===== src/rtl/vga_pkg.sv =====
// Shared 640x480@60 VGA timing constants and the coordinate type used by the
// timing generator, draw_icon and the colorizer.
package vga_pkg;

  localparam int VGA_H_ACTIVE = 640;
  localparam int VGA_H_FP     = 16;
  localparam int VGA_H_SYNC   = 96;
  localparam int VGA_H_BP     = 48;
  localparam int VGA_V_ACTIVE = 480;
  localparam int VGA_V_FP     = 10;
  localparam int VGA_V_SYNC   = 2;
  localparam int VGA_V_BP     = 33;

  localparam int H_TOTAL = VGA_H_ACTIVE + VGA_H_FP + VGA_H_SYNC + VGA_H_BP;
  localparam int V_TOTAL = VGA_V_ACTIVE + VGA_V_FP + VGA_V_SYNC + VGA_V_BP;

  localparam int COORD_W = 10;
  typedef logic [COORD_W-1:0] coord_t;

  // Active-high timing terms as carried down the delay line.
  typedef struct packed {
    logic hs;
    logic vs;
    logic von;
  } vtg_terms_t;

  function automatic logic in_range(input coord_t v, input coord_t lo, input coord_t hi);
    return (v >= lo) && (v <= hi);
  endfunction

endpackage


===== src/rtl/vtg_delay.sv =====
// Pixel-tick enabled shift register used to align sync/blank terms with the
// one-cycle icon ROM. DEPTH must be at least 1.
module vtg_delay #(
  parameter int WIDTH = 3,
  parameter int DEPTH = 1
) (
  input  logic             i_clk,
  input  logic             i_rst_n,
  input  logic             i_en,
  input  logic [WIDTH-1:0] i_d,
  output logic [WIDTH-1:0] o_q
);

  logic [WIDTH-1:0] r_stage [DEPTH];

  always_ff @(posedge i_clk or negedge i_rst_n) begin
    if (!i_rst_n) begin
      for (int i = 0; i < DEPTH; i++) r_stage[i] <= '0;
    end else if (i_en) begin
      r_stage[0] <= i_d;
      for (int i = 1; i < DEPTH; i++) r_stage[i] <= r_stage[i-1];
    end
  end

  assign o_q = r_stage[DEPTH-1];

endmodule


===== src/rtl/video_timing_gen.sv =====
// VGA timing generator: pixel divider, scan counters, delayed sync/blank and
// a frame-stable bot position (latched at vblank when VTG_POS_LATCH_EN is defined).
module video_timing_gen
  import vga_pkg::*;
#(
  parameter int H_ACTIVE = VGA_H_ACTIVE,
  parameter int H_FP     = VGA_H_FP,
  parameter int H_SYNC   = VGA_H_SYNC,
  parameter int H_BP     = VGA_H_BP,
  parameter int V_ACTIVE = VGA_V_ACTIVE,
  parameter int V_FP     = VGA_V_FP,
  parameter int V_SYNC   = VGA_V_SYNC,
  parameter int V_BP     = VGA_V_BP,
  parameter bit SYNC_POL = 1'b0,
  parameter int CLK_DIV  = 4,
  parameter int PIPE_DLY = 1
) (
  input  logic   clk,
  input  logic   reset_n,
  output logic   pix_en,
  output coord_t horz,
  output coord_t vert,
  output logic   hsync,
  output logic   vsync,
  output logic   video_on,
  output logic   frame_start,
  input  coord_t bot_LocX_in,
  input  coord_t bot_LocY_in,
  output coord_t bot_LocX,
  output coord_t bot_LocY
);

  localparam int H_TOT = H_ACTIVE + H_FP + H_SYNC + H_BP;
  localparam int V_TOT = V_ACTIVE + V_FP + V_SYNC + V_BP;

  localparam coord_t H_LAST   = coord_t'(H_TOT - 1);
  localparam coord_t V_LAST   = coord_t'(V_TOT - 1);
  localparam coord_t H_ACT_C  = coord_t'(H_ACTIVE);
  localparam coord_t V_ACT_C  = coord_t'(V_ACTIVE);
  localparam coord_t HS_LO    = coord_t'(H_ACTIVE + H_FP);
  localparam coord_t HS_HI    = coord_t'(H_ACTIVE + H_FP + H_SYNC - 1);
  localparam coord_t VS_LO    = coord_t'(V_ACTIVE + V_FP);
  localparam coord_t VS_HI    = coord_t'(V_ACTIVE + V_FP + V_SYNC - 1);
  localparam coord_t VBL_PREV = coord_t'(V_ACTIVE - 1);

  localparam logic [2:0] DIV_LAST  = 3'(CLK_DIV - 1);
  localparam int         DLY_DEPTH = (PIPE_DLY == 0) ? 1 : PIPE_DLY;
  localparam int         TERMS_W   = $bits(vtg_terms_t);

  function automatic vtg_terms_t terms_of(input coord_t h, input coord_t v);
    vtg_terms_t t;
    t.hs  = in_range(h, HS_LO, HS_HI);
    t.vs  = in_range(v, VS_LO, VS_HI);
    t.von = (h < H_ACT_C) && (v < V_ACT_C);
    return t;
  endfunction

  logic [2:0] r_div;
  logic       r_pix_en;
  coord_t     r_horz;
  coord_t     r_vert;
  logic       r_frame_start;

  logic [2:0] w_div_nxt;
  logic       w_h_wrap;
  coord_t     w_horz_nxt;
  coord_t     w_vert_nxt;
  vtg_terms_t w_raw;
  vtg_terms_t w_dly;
  logic [TERMS_W-1:0] w_dly_q;

  assign w_div_nxt  = (r_div == DIV_LAST) ? 3'd0 : r_div + 3'd1;
  assign w_h_wrap   = (r_horz == H_LAST);
  assign w_horz_nxt = w_h_wrap ? '0 : r_horz + coord_t'(1);
  assign w_vert_nxt = !w_h_wrap ? r_vert :
                      (r_vert == V_LAST) ? '0 : r_vert + coord_t'(1);

  always_ff @(posedge clk or negedge reset_n) begin
    if (!reset_n) begin
      r_div         <= '0;
      r_pix_en      <= 1'b0;
      r_horz        <= '0;
      r_vert        <= '0;
      r_frame_start <= 1'b0;
    end else begin
      r_div         <= w_div_nxt;
      r_pix_en      <= (w_div_nxt == DIV_LAST);
      r_frame_start <= r_pix_en && w_h_wrap && (r_vert == V_LAST);
      if (r_pix_en) begin
        r_horz <= w_horz_nxt;
        r_vert <= w_vert_nxt;
      end
    end
  end

  // With no delay the register samples the terms of the counters being loaded,
  // so outputs change on the same tick as horz/vert.
  assign w_raw = (PIPE_DLY == 0) ? terms_of(w_horz_nxt, w_vert_nxt)
                                 : terms_of(r_horz, r_vert);

  vtg_delay #(
    .WIDTH (TERMS_W),
    .DEPTH (DLY_DEPTH)
  ) u_delay (
    .i_clk   (clk),
    .i_rst_n (reset_n),
    .i_en    (r_pix_en),
    .i_d     (w_raw),
    .o_q     (w_dly_q)
  );

  assign w_dly       = vtg_terms_t'(w_dly_q);
  assign hsync       = w_dly.hs ? SYNC_POL : !SYNC_POL;
  assign vsync       = w_dly.vs ? SYNC_POL : !SYNC_POL;
  assign video_on    = w_dly.von;
  assign pix_en      = r_pix_en;
  assign horz        = r_horz;
  assign vert        = r_vert;
  assign frame_start = r_frame_start;

`ifdef VTG_POS_LATCH_EN
  coord_t r_bot_x;
  coord_t r_bot_y;

  // Load on the tick entering the first vblank line so the icon is frame-stable.
  always_ff @(posedge clk or negedge reset_n) begin
    if (!reset_n) begin
      r_bot_x <= '0;
      r_bot_y <= '0;
    end else if (r_pix_en && w_h_wrap && (r_vert == VBL_PREV)) begin
      r_bot_x <= bot_LocX_in;
      r_bot_y <= bot_LocY_in;
    end
  end

  assign bot_LocX = r_bot_x;
  assign bot_LocY = r_bot_y;
`else
  assign bot_LocX = bot_LocX_in;
  assign bot_LocY = bot_LocY_in;
`endif

endmodule


===== config.mk =====
export PLATFORM = sky130hd
export DESIGN_NAME = video_timing_gen
export DESIGN_NICKNAME = d
export VERILOG_FILES = /design/src/rtl/vga_pkg.sv /design/src/rtl/vtg_delay.sv /design/src/rtl/video_timing_gen.sv
export SDC_FILE = /design/constraint.sdc
export NUM_CORES = 1
export LEC_CHECK = 0
export BUFFER_PORTS_ARGS = -buffer_cell sky130_fd_sc_hd__buf_2
export CAP_MARGIN = 10
export CORE_MARGIN = 5
export CORE_UTILIZATION = 30
export DETAILED_ROUTE_END_ITERATION = 10
export GPL_TIMING_DRIVEN = 0
export SETUP_SLACK_MARGIN = 0.2
export SLEW_MARGIN = 20
export SYNTH_ARGS = -nofsm -noshare
export SYNTH_HDL_FRONTEND = slang
export SYNTH_HIERARCHICAL = 1
export SYNTH_SLANG_ARGS = --single-unit

===== constraint.sdc =====
create_clock -name clk -period 1.9 [get_ports clk]
set_input_delay 0.38 -clock clk [delete_from_list [all_inputs] [get_ports clk]]
set_output_delay 0.38 -clock clk [all_outputs]
set_load 0.03 [all_outputs]

==> results of run 1 <==
==> per-stage QoR <==
| stage | utilization [%] | cell area [um2] | std cells |
|---|---|---|---|
| 3_5_place_dp | 37.3 | 1900 | 270 |
| 5_1_grt | 39.4 | 2010 | 275 |
| 6_report | 39.4 | 2010 | 275 |
| 4_1_cts | 38.7 | 1980 | 274 |
| 2_1_floorplan | - | 1590 | 154 |
| 3_3_place_gp | 37.3 | 1900 | 270 |
==> path summary, 6_finish.rpt <==
path	slack (ns)	to	start	cells after the start
worst max-delay path	0.29	vert[4]$_DFFE_PN0P_	horz[5]$_DFFE_PN0P_	5
worst min-delay path	0.11	horz[1]$_DFFE_PN0P_	reset_n	1
worst max register to register	0.29	vert[4]$_DFFE_PN0P_	horz[5]$_DFFE_PN0P_	5
worst min register to register	0.45	r_div[0]$_DFF_PN0_	r_div[0]$_DFF_PN0_	1
max in group asynchronous	1.35	vert[1]$_DFFE_PN0P_	reset_n	1
min in group clk	0.45	r_div[0]$_DFF_PN0_	r_div[0]$_DFF_PN0_	1
==> power by group through the flow <==
| stage | Combinational, mW | Sequential (mW) | Clock, mW |
|---|---|---|---|
| floorplan | 0.0788 | 0.607 | 0 |
| global placement | 0.111 | 0.607 | 0 |
| detailed placement | 0.112 | 0.607 | 0 |
| CTS | 0.112 | 0.595 | 0.491 |
| global route | 0.118 | 0.596 | 0.518 |
| finish | 0.109 | 0.595 | 0.475 |
==> state kept, by name (all words and copies together), names as in the netlist <==
name and cells:
frame_start 1, vert 10, horz 10, pix_en 1
u_delay/o_q 3, r_div 3
==> layer usage <==
metal	GRT usage (%)	vias to the layer above	share of wire, %
met5	0	-	0
met4	4.41	0	1.5
met3	2.17	5	7.5
met2	16.0	45	45
met1	14.2	592	46
li1	-	629	-
==> repair_timing <==
item	in CTS	in global routing
hold buffers	0	0
setup buffers	0	1
pin swaps	0	2
resized for setup	1	7
setup endpoints to repair	1	11
==> final cells by class <==
class                           instances  area (um2)  area share, %
Multi-Input combinational cell         97         714           35.5
Sequential cell                        28         706           35.1
Timing Repair Buffer                   47         238           11.8
Buffer                                 23         171           8.53
Tap cell                               70        87.6           4.36
Clock buffer                            3        41.3           2.05
Clock inverter                          1        30.0           1.49
Inverter                                6        22.5           1.12
==> critical path: cells and delay by family (launching register included) <==
family	cells	cell delay, ns
simple gates	2	0.60
buf+inv	1	0.13
flops	1	0.46
compound gates	2	0.31
==> cell usage in the layout (no fill, tap or decap), types with 2 or more instances in the layout <==
| cell type | n |
|---|---|
| nor2b_1 | 4 |
| mux2i_1 | 2 |
| and3b_2 | 2 |
| nand2_1 | 8 |
| a22o_1 | 2 |
| buf_4 | 21 |
| inv_1 | 6 |
| a31oi_1 | 2 |
| a21oi_1 | 2 |
| buf_2 | 47 |
| mux2_2 | 4 |
| dfrtp_2 | 4 |
| xnor2_1 | 4 |
| or3_1 | 2 |
| nand4_1 | 10 |
| ha_1 | 4 |
| clkbuf_8 | 3 |
| nor2_1 | 8 |
| xor2_1 | 5 |
| nor3_1 | 4 |
| o21ai_0 | 6 |
| and2_1 | 3 |
| dfrtp_1 | 24 |
| nand3_1 | 4 |
| and3_1 | 3 |
==> cell families after synthesis <==
family	count (synthesis)
and+or+nand+nor	61
AOI/OAI and AO/OA	16
DFF	28
xor gates and xnor gates	9
adders and majority gates	5
muxes	6
buffers and inverters	29
==> impl_metrics.yaml, run 1 <==
run_status:
  status: "completed"
synth:
  synth-seq-area-share_pct: 44.3
  synth_xor_area_share_pct: 4.98
  ys_async_sr_fraction_pct: 100
  synth_top_flop_cell: "dfrtp_1"
  syn_inst: 154
  synth_top_area_cell: "dfrtp_1"
  yosysMostFrequentCell: "dfrtp_1"
  yosys-mux-area-fraction_pct: 4.11
  synth_nets: 181
  synthSimpleGateAreaFrac_pct: 24.0
  synth-seq-cells: 28
  syn_avg_cell_area_um2: 10.3
  synth_fa_ha_area_share_pct: 3.95
  synth_top_family_by_area: "simple AND/OR/NAND/NOR gates"
  synth_edf_count: 0
  syn_area_mm2: 0.00158
  synthTopCellsByCount: "dfrtp_1 (28), buf_4 (20), nand4_1 (10)"
  synth.distinct_cells: 41
  synth_compound_area_share_pct: 6.40
  yosys_warnings: 6
  synth.area.top_cells: "dfrtp_1 (44%), buf_4 (9.5%), ha_1 (4.0%)"
  synth.top_cell.area_share_pct: 44.3
route:
  first_pass_iters: 4
  antenna_left: 0
  vias: 1271
  drcViolationCount: 0
  drt-vias-per-instance: 4.62
  wl_um: 3400
  drt_iter0_drc: 73
  wl_per_cell_um: 12.3
power_and_ir_drop:
  pwr-share-clk_pct: 40.2
  power_density_mw_per_mm2: 587
  p_total_mw: 1.18
  peakVddDrop_mv: 0.384
  p_switching_mw: 0.261
  leakagePower_nw: 0.983
  pwr-share-seq_pct: 50.5
  swShare_pct: 22.1
  p_comb_share_pct: 9.3
  p_int_mw: 0.919
timing:
  setup_slack_ns: 0.294
  fin_crit_sh_pct: 84.5
  slew_headroom_pct: 58.3
  setup_viol: 0
  tightest_slew_ns: 0.625
  max_freq_mhz: 623
  hold_viol_final: 0
  fin_hold_ws_ns: 0.108
  fin_skew_ns: 0.00273
  setup_tns_ns: 0
  finalMaxSlewViolations: 0
  grt_setup_unrepaired: "no"
  period_minus_slack_ns: 1.61
worst_setup_path:
  cpMaxStageDelayCell: "dfrtp_1"
  worstPathRequired_ns: 2.08
  cp.arrival_ns: 1.78
  end_kind: "flip-flop"
  crit_path_max_fanout: 10
  criticalPathCategory: "flip-flop to flip-flop"
  cp-start-kind: "flip-flop"
  slowest_delay_ns: 0.46
  crit_path_cell_trace: "and4bb_4 > and3b_2 > buf_6 > o21ai_0 > a22o_1"
clock_tree:
  path_clk_slew_ns: 0.10
  root_buffer: "clkbuf_8"
  numCtsBuffers: 3
  h-tree-depth: 1
  cts_buffer_depth: 2
  cts_tree: "done"
  clock_latency_ns: 0.28
  clock-sinks: 28
floorplan:
  die_w_um: 82.6
  ioPinCount: 67
  die_area_mm2: 0.00683
  initial_core_util_pct: 31.0
  core_area_mm2: 0.00511
  die_y_um: 82.6
  rows: 26
placement:
  place_ws_ns: 0.219
  routabilityCongestion: 0.745
  dp_hpwl_um: 2620
  numPortBuffers: 46
grt:
  grt_pass1_vias: 1184
  grt_use_total_pct: 10.5
  antenna_found_initial: 0
  gr-total-overflow: 0
  grt_pass1_wl_um: 5460
  grt_max_degree: 29
layout:
  nNetsFinal: 233
  final.fill_count: 520
  drive_above_1_share_pct: 45.9
  antenna_cells: 0
  syn_to_final_growth_pct: 27.0
flow_run:
  maxCapViolCount: 0
min_path:
  holdCritPathClass: "primary input to asynchronous set/reset pin"
Note: power is estimated with default switching activity, not from simulation.
==> inputs of run 2 (changes only) <==
--- a/config.mk
+++ b/config.mk
@@ -5,6 +5,7 @@
 export SDC_FILE = /design/constraint.sdc
 export NUM_CORES = 1
 export LEC_CHECK = 0
+export ABC_AREA = 1
 export BUFFER_PORTS_ARGS = -buffer_cell sky130_fd_sc_hd__buf_2
 export CAP_MARGIN = 10
 export CORE_MARGIN = 5
==> constraint.sdc (replaced) <==
create_clock -name clk -period 1.6 [get_ports clk]
set_input_delay 0.32 -clock clk [delete_from_list [all_inputs] [get_ports clk]]
set_output_delay 0.32 -clock clk [all_outputs]
set_load 0.03 [all_outputs]
==> impl_metrics.yaml, run 2 <==
grt:
  gr-total-overflow: 0
  antenna_found_initial: 0
  grt_pass1_wl_um: 6530
  grt_pass1_vias: 1436
  grt_use_total_pct: 10.8
  grt_max_degree: 29
power_and_ir_drop:
  peakVddDrop_mv: 0.297
  power_density_mw_per_mm2: 536
  leakagePower_nw: 1.23
synth:
  synth_compound_area_share_pct: 4.28
  synth_edf_count: 0
  synth.top_cell.area_share_pct: 39.3
  yosys-mux-area-fraction_pct: 0
  syn_avg_cell_area_um2: 7.93
  synth_fa_ha_area_share_pct: 3.51
  syn_area_mm2: 0.00178
  synth.distinct_cells: 29
  synth-seq-cells: 28
  syn_inst: 225
  yosysMostFrequentCell: "nand2_1"
  synth_top_family_by_area: "simple AND/OR/NAND/NOR gates"
  synthSimpleGateAreaFrac_pct: 31.5
  synth_nets: 252
  synth.area.top_cells: "dfrtp_1 (39%), nand2_1 (11%), buf_4 (8.4%)"
  synth_top_area_cell: "dfrtp_1"
  ys_async_sr_fraction_pct: 100
  synth_xor_area_share_pct: 3.44
  yosys_warnings: 6
  synth_top_flop_cell: "dfrtp_1"
  synth-seq-area-share_pct: 39.3
  synthTopCellsByCount: "nand2_1 (50), inv_1 (30), dfrtp_1 (28)"
worst_setup_path:
  crit_path_max_fanout: 5
  criticalPathCategory: "flip-flop to flip-flop"
  cp.arrival_ns: 1.63
  end_kind: "flip-flop"
  timing.reg2reg.setup_slack_ns: 0.20
  worstPathRequired_ns: 1.83
  cp-start-kind: "flip-flop"
route:
  vias: 1588
  antenna_left: 0
  first_pass_iters: 4
  drt-vias-per-instance: 4.37
  drt_iter0_drc: 75
  wl_per_cell_um: 11.5
  wl_um: 4180
  drcViolationCount: 0
timing:
  fin_hold_ws_ns: 0.0507
  hold_viol_final: 0
  period_minus_slack_ns: 1.40
  slew_headroom_pct: 57.3
  fin_crit_sh_pct: 87.3
  tightest_slew_ns: 0.641
  setup_slack_ns: 0.202
  finalMaxSlewViolations: 0
  fin_skew_ns: 0.00422
  grt_setup_unrepaired: "yes"
  max_freq_mhz: 716
  setup_tns_ns: 0
  setup_viol: 0
clock_tree:
  root_buffer: "clkbuf_8"
  cts_buffer_depth: 2
  clock-sinks: 28
  path_clk_slew_ns: 0.10
  h-tree-depth: 1
  hold_buffers: 0
  cts_tree: "done"
  numCtsBuffers: 3
  clock_latency_ns: 0.28
layout:
  drive_above_1_share_pct: 43.4
  mostFrequentLayoutCells: "nand2_1 (50), buf_2 (48), buf_4 (31)"
  nNetsFinal: 316
  fin_area_mm2: 0.00233
  syn_to_final_growth_pct: 30.9
  utilization_pct: 39.9
  antenna_cells: 0
  final_common_cell: "nand2_1"
floorplan:
  initial_core_util_pct: 30.5
  die_area_mm2: 0.00759
  die_w_um: 87.1
  rows: 28
  ioPinCount: 67
  core_area_mm2: 0.00585
  die_y_um: 87.1
placement:
  place_ws_ns: 0.185
  numPortBuffers: 46
  routabilityCongestion: 0.811
  postPlaceCellArea_mm2: 0.00213
  dp_hpwl_um: 3140
min_path:
  holdCritPathClass: "primary input to asynchronous set/reset pin"
run_status:
  status: "completed"
flow_run:
  maxCapViolCount: 0
run 2: cell types whose count changed after synthesis, moves of 4 or more:
cell,previous run,this run
nor2b_1,4,0
inv_2,0,4
nand4_1,10,5
nor2_1,9,20
nand2_1,8,50
nand3_1,4,15
inv_1,6,30
mux2_2,4,0
run 2: area by class of cell:
| class | instances | area (um2) |
|---|---|---|
| Timing Repair Buffer | 59 | 335 |
| Clock buffer | 4 | 45.0 |
| Multi-Input combinational cell | 138 | 827 |
| Tap cell | 75 | 93.8 |
| Fill cell | 597 | 3520 |
| Sequential cell | 28 | 712 |
| Inverter | 34 | 128 |
| Buffer | 25 | 194 |
run 2: cells by family after synthesis:
group,Yosys count
AOI/OAI and AO/OA,14
xor gates and xnor gates,7
adders and majority gates,5
buffers and inverters,59
DFF,28
and+or+nand+nor,112
run 2: worst paths after layout:
path / start / endpoint / cells after the start
hold reg to reg: r_div[0]$_DFF_PN0_ / r_div[0]$_DFF_PN0_ / 1
setup reg to reg: horz[1]$_DFFE_PN0P_ / vert[3]$_DFFE_PN0P_ / 8
hold / removal: reset_n / horz[6]$_DFFE_PN0P_ / 1
setup / recovery: horz[1]$_DFFE_PN0P_ / vert[3]$_DFFE_PN0P_ / 8
min in group clk: r_div[0]$_DFF_PN0_ / r_div[0]$_DFF_PN0_ / 1
max in group asynchronous: reset_n / horz[5]$_DFFE_PN0P_ / 1
run 2: power breakdown:
group / internal, mW / switching, mW / total, mW
registers: 0.707 / 0 / 0.707
logic: 0.0487 / 0.0808 / 0.129
clock network: 0.179 / 0.235 / 0.414
run 2: metrics by stage:
step,total power [mW],cells
floorplan,0.815,225
global placement,0.852,346
detailed placement,0.853,346
CTS,1.27,355
global route,1.30,363
finish,1.25,363
run 2: repair_timing:
action,CTS,global route
pin swaps,1,6
setup buffers,5,7
gates cloned,0,1
endpoints found under the setup margin,10,16
resized for setup,2,20
run 2: routing by layer:
metal | track usage [%] | share of wire, %
met1 | 13.6 | 44
met2 | 18.2 | 47
met3 | 3.03 | 8.6
met4 | 2.51 | 0.53
met5 | 0 | 0
run 2: critical path, stage by stage, from the launching register on:
cell	delay (ns)
dfrtp_2	0.41
ha_4	0.15
nand2_2	0.06
nor2_4	0.16
nand4_4	0.11
nor2_4	0.16
buf_6	0.14
nand3b_1	0.08
nand2_1	0.06
